File: src/rtl/bht_pkg.sv
// Shared types and defaults for the BHT branch predictor.
// Counter encoding: 00 strongly not-taken up to 11 strongly taken.
package bht_pkg;

    localparam int DEFAULT_INDEX_BITS = 4;

    typedef enum logic [1:0] {
        SNT = 2'b00,
        WNT = 2'b01,
        WT  = 2'b10,
        ST  = 2'b11
    } ctr_t;

endpackage

File: src/rtl/sat_counter2.sv
// Combinational next state of a 2-bit saturating branch counter.
module sat_counter2
    import bht_pkg::*;
(
    input  ctr_t state,
    input  logic taken,
    output ctr_t next_state
);

    always_comb begin
        next_state = state;
        case (state)
            SNT: next_state = taken ? WNT : SNT;
            WNT: next_state = taken ? WT  : SNT;
            WT:  next_state = taken ? ST  : WNT;
            ST:  next_state = taken ? ST  : WT;
            default: next_state = state;
        endcase
    end

endmodule

File: src/rtl/bht_branch_predictor.sv
// Fetch-stage 2-bit counter branch predictor with registered prediction and target.
// Define BHT_GSHARE_EN to XOR a global outcome history into both table indices.
module bht_branch_predictor
    import bht_pkg::*;
#(
    parameter int         INDEX_BITS = DEFAULT_INDEX_BITS,
    parameter logic [1:0] INIT_STATE = 2'b01
) (
    input  logic        clk,
    input  logic        rst,
    input  logic [31:0] pc_in,
    input  logic [31:0] offset_in,
    input  logic        is_branch_in,
    input  logic        update_valid_in,
    input  logic [31:0] update_pc_in,
    input  logic        update_taken_in,
    output logic        predict_out,
    output logic [31:0] target_out,
    output logic        valid_out
);

    localparam int ENTRIES = 1 << INDEX_BITS;

    ctr_t                  table_q [ENTRIES];
    logic [INDEX_BITS-1:0] rd_idx;
    logic [INDEX_BITS-1:0] wr_idx;
    ctr_t                  wr_next;

    // Only the index field of the update PC is meaningful; the rest is dropped on purpose.
    logic unused_update_pc_bits;
    assign unused_update_pc_bits = ^{update_pc_in[31:INDEX_BITS+2], update_pc_in[1:0]};

`ifdef BHT_GSHARE_EN
    logic [INDEX_BITS-1:0] ghr;

    always_ff @(posedge clk) begin
        if (rst) begin
            ghr <= '0;
        end else if (update_valid_in) begin
            ghr <= {ghr[INDEX_BITS-2:0], update_taken_in};
        end
    end

    // Both indices use the history as it stood before this cycle's update.
    assign rd_idx = pc_in[INDEX_BITS+1:2] ^ ghr;
    assign wr_idx = update_pc_in[INDEX_BITS+1:2] ^ ghr;
`else
    assign rd_idx = pc_in[INDEX_BITS+1:2];
    assign wr_idx = update_pc_in[INDEX_BITS+1:2];
`endif

    sat_counter2 u_sat_counter2 (
        .state      (table_q[wr_idx]),
        .taken      (update_taken_in),
        .next_state (wr_next)
    );

    always_ff @(posedge clk) begin
        if (rst) begin
            for (int i = 0; i < ENTRIES; i++) begin
                table_q[i] <= ctr_t'(INIT_STATE);
            end
        end else if (update_valid_in) begin
            table_q[wr_idx] <= wr_next;
        end
    end

    // Reads see the pre-update counter, so a same-cycle update shows up one cycle later.
    always_ff @(posedge clk) begin
        if (rst) begin
            predict_out <= 1'b0;
            target_out  <= 32'b0;
            valid_out   <= 1'b0;
        end else begin
            predict_out <= is_branch_in & table_q[rd_idx][1];
            target_out  <= pc_in + offset_in;
            valid_out   <= is_branch_in;
        end
    end

endmodule

File: config.mk
export PLATFORM = sky130hd
export DESIGN_NAME = bht_branch_predictor
export DESIGN_NICKNAME = d
export VERILOG_FILES = /design/src/rtl/bht_pkg.sv /design/src/rtl/sat_counter2.sv /design/src/rtl/bht_branch_predictor.sv
export SDC_FILE = /design/constraint.sdc
export NUM_CORES = 1
export LEC_CHECK = 0
export BUFFER_PORTS_ARGS = -buffer_cell sky130_fd_sc_hd__buf_4
export CORE_MARGIN = 1
export CORE_UTILIZATION = 49
export CTS_CLUSTER_SIZE = 25
export DETAILED_ROUTE_END_ITERATION = 10
export PLACE_DENSITY = 0.87
export SLEW_MARGIN = 25
export SYNTH_ARGS = -nofsm -noshare
export SYNTH_HDL_FRONTEND = slang
export SYNTH_HIERARCHICAL = 1
export SYNTH_SLANG_ARGS = --single-unit
File: constraint.sdc
create_clock -name clk -period 3.7 [get_ports clk]
set_clock_uncertainty 0.1 [all_clocks]
set_input_delay 0.74 -clock clk [delete_from_list [all_inputs] [get_ports clk]]
set_output_delay 0.74 -clock clk [all_outputs]
set_load 0.005 [all_outputs]
* Word-level counts from Yosys, hierarchy flattened *
Memories as Yosys holds them, arrays and structs flattened.
Index checks and enable logic that the tools add are counted.

storage, ports and cells
  bits in registers = 34
  latch bits = 0
  bits in writable memories = 32
  memory bits (read-only) = 0
  bits of input ports = 101
  word-level logic and storage cells = 24
  memories kept = 1

cells by class
  add/subtract/negate cells = 1
  multiply operators = 0
  divide/modulo/power cells = 0
  magnitude comparators = 0
  eq/ne operators = 3
  shift-type cells = 0
  muxes and demuxes = 13
  bitwise logic cells = 1
  reductions and logical operators = 2

memories
  name     depth  width  rd ports  clocked after memory_dff  write ports  line                        RTL
  table_q  16     2      2         0                         16           bht_branch_predictor.sv:24  ctr_t table_q [ENTRIES];

operators with widths
  kind                                                  number
  adder 32 bit                                          1
  2-to-1 mux 1 bit                                      8
  case mux 2 bit (4 select lines)                       1
  2-to-1 mux 2 bit                                      3
  equality test 2 bit (second input constant)           2
  2-to-1 mux 4 bit                                      1
  equality test 2 x 1 -> 1 bit (second input constant)  1
  zero test 2 bit                                       1
  OR reduction 2 bit                                    1
  AND 1 bit                                             1

* Longest topological paths before layout *
  depth in word-level cells = 5
  depth in mapped cells = 9
  mapped depth without buffers = 9

* Cells and area by module *
Netlist, hierarchy kept.

modules (own cells, without submodules)
  module                times used  cells an instance  area each (um2)  seq. area each (um2)
  bht_branch_predictor  1           464                4520.6           1641.6
  sat_counter2          1           3                  26.3             0.0

* Least setup slack after synthesis *
Ideal clock, no wire load.

  path type = input to register
  start = input port update_pc_in[2]
  end = memory table_q[3][0] (netlist name) (data pin)
  arrival = 2930 ps
  required time = 3328 ps
  path slack = 399 ps
  stages = 6
  cell sequence = buf_2 buf_2 mux4_2 mux4_2 maj3_2 or4_1

RTL lines
  what                line                        RTL
  start: declaration  bht_branch_predictor.sv:15  input logic [31:0] update_pc_in,
  end: declaration    bht_branch_predictor.sv:24

* Worst setup path in the final report *
  start = input port pc_in[0]
  end = register target_out[28]

between the ends
  longest elaborated chain between the ends = 1

ends and longest elaborated chain
  what                    line                        RTL
  start: declaration      bht_branch_predictor.sv:11  input logic [31:0] pc_in,
  adder 32 bit            bht_branch_predictor.sv:76  target_out <= pc_in + offset_in;
  end signal: assignment  bht_branch_predictor.sv:76
  end: declaration        bht_branch_predictor.sv:18  output logic [31:0] target_out,

Every way passes these cells.
A chain may end at the register's enable or synchronous reset.

==> qor.yml <==
status: "complete, no violations"
num-nets-final: 696
routedWlPerCell_um: 16.27
root_buffer: "clkbuf_8"
antennaDiodeCount: 0
clock_sinks: 66
rr_endpoint: "table_q[3][0]"
r2r_start: "table_q[7][1]"
fin_ws_ns: 0.6416
gp_congestion: 0.8749
reg2reg_depth: 4
chipHeight_um: 98.33
startpoint: "pc_in[0]"
ant_nets: 0
synth-seq-cells: 66
p_leak_uw: 0.002438
r2r_slack_ns: 1.03
area_growth_pct: 22.26
grt_pass1_wl_um: 18000
ctsHoldBuffers: 0
synth_top_flop_cell: "dfxtp_1"
grt-ovfl-total: 0
grt_max_degree: 58
vias: 3987
rows: 34
met3_usage: 0.03150
crit_chain: "buf_4 -> ha_1 -> fa_1 -> a21o_1 -> a221oi_2 -> nand3b_4 -> a21o_4 -> a211oi_4 -> o31ai_1 -> mux2_1"
hold_class: "input pin to flop"
start_util: 0.5139
tns_ns: 0
power.density_nw_per_um2: 369.8
yosysWarnings: 6
yosys.area_share.simple: 0.2243
endpoint_kind: "flop"
drive_gt1_frac: 0.3028
drt_iter0_markers: 246
worstMarginPinSlew_ns: 0.7298
yosysSeqAreaShare: 0.3610
nFillCells: 717
cp_slowest_cell: "fa_1"
h-tree-depth: 3
first_global_vias: 3918
die_area_um2: 9669
synth_cell_type_count: 63
synthMuxAreaShare: 0.09218
synthAdderAreaFrac: 0.09466
core_um2: 8848
track_usage: 0.2337
clkSlewWorstSetupHoldPaths_ns: 0.08
clk_path_buf_depth: 2
syn_area_um2: 4547
critical_path_class: "input pin to flop"
clk_latency_ns: 0.35
antenna_found_initial: 0
hold_start: "is_branch_in"
pre_cts_slack_ns: 0.2921
hpwlAfterDp_um: 8117
die_w_um: 98.33
rsz0062_at_grt: "false"
synth_edf_count: 32
busiest_layer: "met2"
fin_crit_ns: 3.058
post_cts_buffers: 0
hold_viol_final: 0
grtUsageMet2: 0.3971
synth_cells: 467
synth_area_per_cell_um2: 9.736
route.detailed.drc: 0
drt_pass1_iterations: 6
cts_tree: "built"
cts_resized: 0
synth_nets: 600
use_met1: 0.2934
via_per_inst: 5.898
drv_slew: 0
finalCritPeriodShare: 0.8266
final_common_cell: "buf_4"
synth_top_family_by_area: "simple AND/OR/NAND/NOR gates"
crit_end: "target_out[28]"
cpPeakStageDelay_ns: 0.41
numCtsBuffers: 9
max_freq_ghz: 0.3270
setup_viol: 0
synth_compound_area_frac: 0.1558
peakVddDrop_uv: 224.0
routed_wl_um: 11000
worstPathArrival_ns: 3.18
ys_async_sr_fraction: 0
final_cell_mix: "109 x buf_4, 40 x a21oi_1, 39 x nor2_1"
max-cap-violations: 0
slew_headroom: 0.5097
io_buffers: 106
crit_path_max_fanout: 4
crit_required_ns: 3.83
startpoint_type: "input pin"
synth_xor_area_frac: 0.03082
io_pins: 135
## worst min-delay path by stage
stage | to | depth (start not counted)
6_report | valid_out | 2
5_1_grt | valid_out | 2
4_1_cts | valid_out | 2
3_5_place_dp | predict_out | 3
3_3_place_gp | predict_out | 3
2_1_floorplan | predict_out | 3
## stage by stage
stage                     power (µW)  area, µm²    util  cells  hold slack [ns]
after floorplan                 1222       4547       -    467           0.7646
after global placement          1409       5358  0.6055    660           0.8017
after CTS                       2062       5559  0.6283    676           0.5308
after detailed placement        1429       5358  0.6055    660           0.8197
after global routing            2158       5559  0.6283    676           0.5411
final                           2056       5559  0.6283    676           0.5353
## registers in the layout, indices dropped and copies added, names as in the netlist
signal	count
table_q	32
target_out	32
predict_out	1
valid_out	1
## area by class of cell
type	instances	area [µm²]	area share
multi-input cells	365	2718	0.4889
flip-flops and latches	66	1642	0.2953
repair buffers	109	818.3	0.1472
well taps	108	135.1	0.02431
clock buffers	9	123.9	0.02228
clock inverters	7	77.57	0.01395
inverters	12	45.04	0.008103
## Yosys cell counts (2+ instances only)
library cell	count	area [µm²]
a211oi_1	4	30.03
a21o_1	17	127.6
a21oi_1	40	200.2
a31oi_1	4	25.02
and2_1	10	62.56
and3_1	18	112.6
and3_4	2	22.52
buf_1	2	7.510
buf_2	5	25.02
buf_4	2	15.01
buf_6	5	56.30
clkbuf_1	9	33.78
dfxtp_1	34	680.7
edfxtp_1	32	960.9
ha_1	31	387.9
inv_1	12	45.04
maj3_2	2	22.52
mux2_1	2	22.52
mux2_2	3	33.78
mux4_2	15	337.8
nand2_1	26	97.59
nand2b_1	16	100.1
nand3_1	10	50.05
nand4_1	8	50.05
nand4b_1	2	17.52
nor2_1	39	146.4
nor2b_1	10	62.56
nor3_1	9	45.04
nor3b_1	6	45.04
o211ai_1	2	15.01
o21a_1	4	30.03
o21ai_0	18	90.09
o21ai_1	3	15.01
o21bai_1	4	30.03
o221ai_1	2	17.52
or2_2	15	93.84
or3_1	3	18.77
or4_1	2	15.01
xnor2_1	7	61.31
xor2_1	9	78.83
## logic make-up after synthesis
family | Yosys count
buf+inv | 36
xor+xnor | 16
simple gates | 184
flops | 66
mux | 22
compound gates | 109
fa+ha+maj | 34
## power breakdown
part / switching [µW] / total (µW) / internal, µW
clock: 318 / 635 / 317
sequential: 18.0 / 840 / 822
combinational: 292 / 580 / 288
total: 628 / 2060 / 1430
## worst max-delay path, delay by kind of cell
| kind | cells | cell delay (ns) |
|---|---|---|
| AO/OA/AOI/OAI | 5 | 1.11 |
| adder cells (fa/ha/maj) | 2 | 0.63 |
| multiplexers | 1 | 0.36 |
| AND/OR/NAND/NOR | 1 | 0.23 |
| buffers and inverters | 1 | 0.11 |
## metal layers
metal | wire (µm) | up-vias | part of all wire
li1 | - | 1908 | -
met1 | 4567 | 1874 | 0.42
met2 | 5480 | 183 | 0.50
met3 | 672 | 22 | 0.061
met4 | 277 | 0 | 0.025
met5 | 0 | - | 0
No activity file was read; power rests on OpenSTA's default activity.
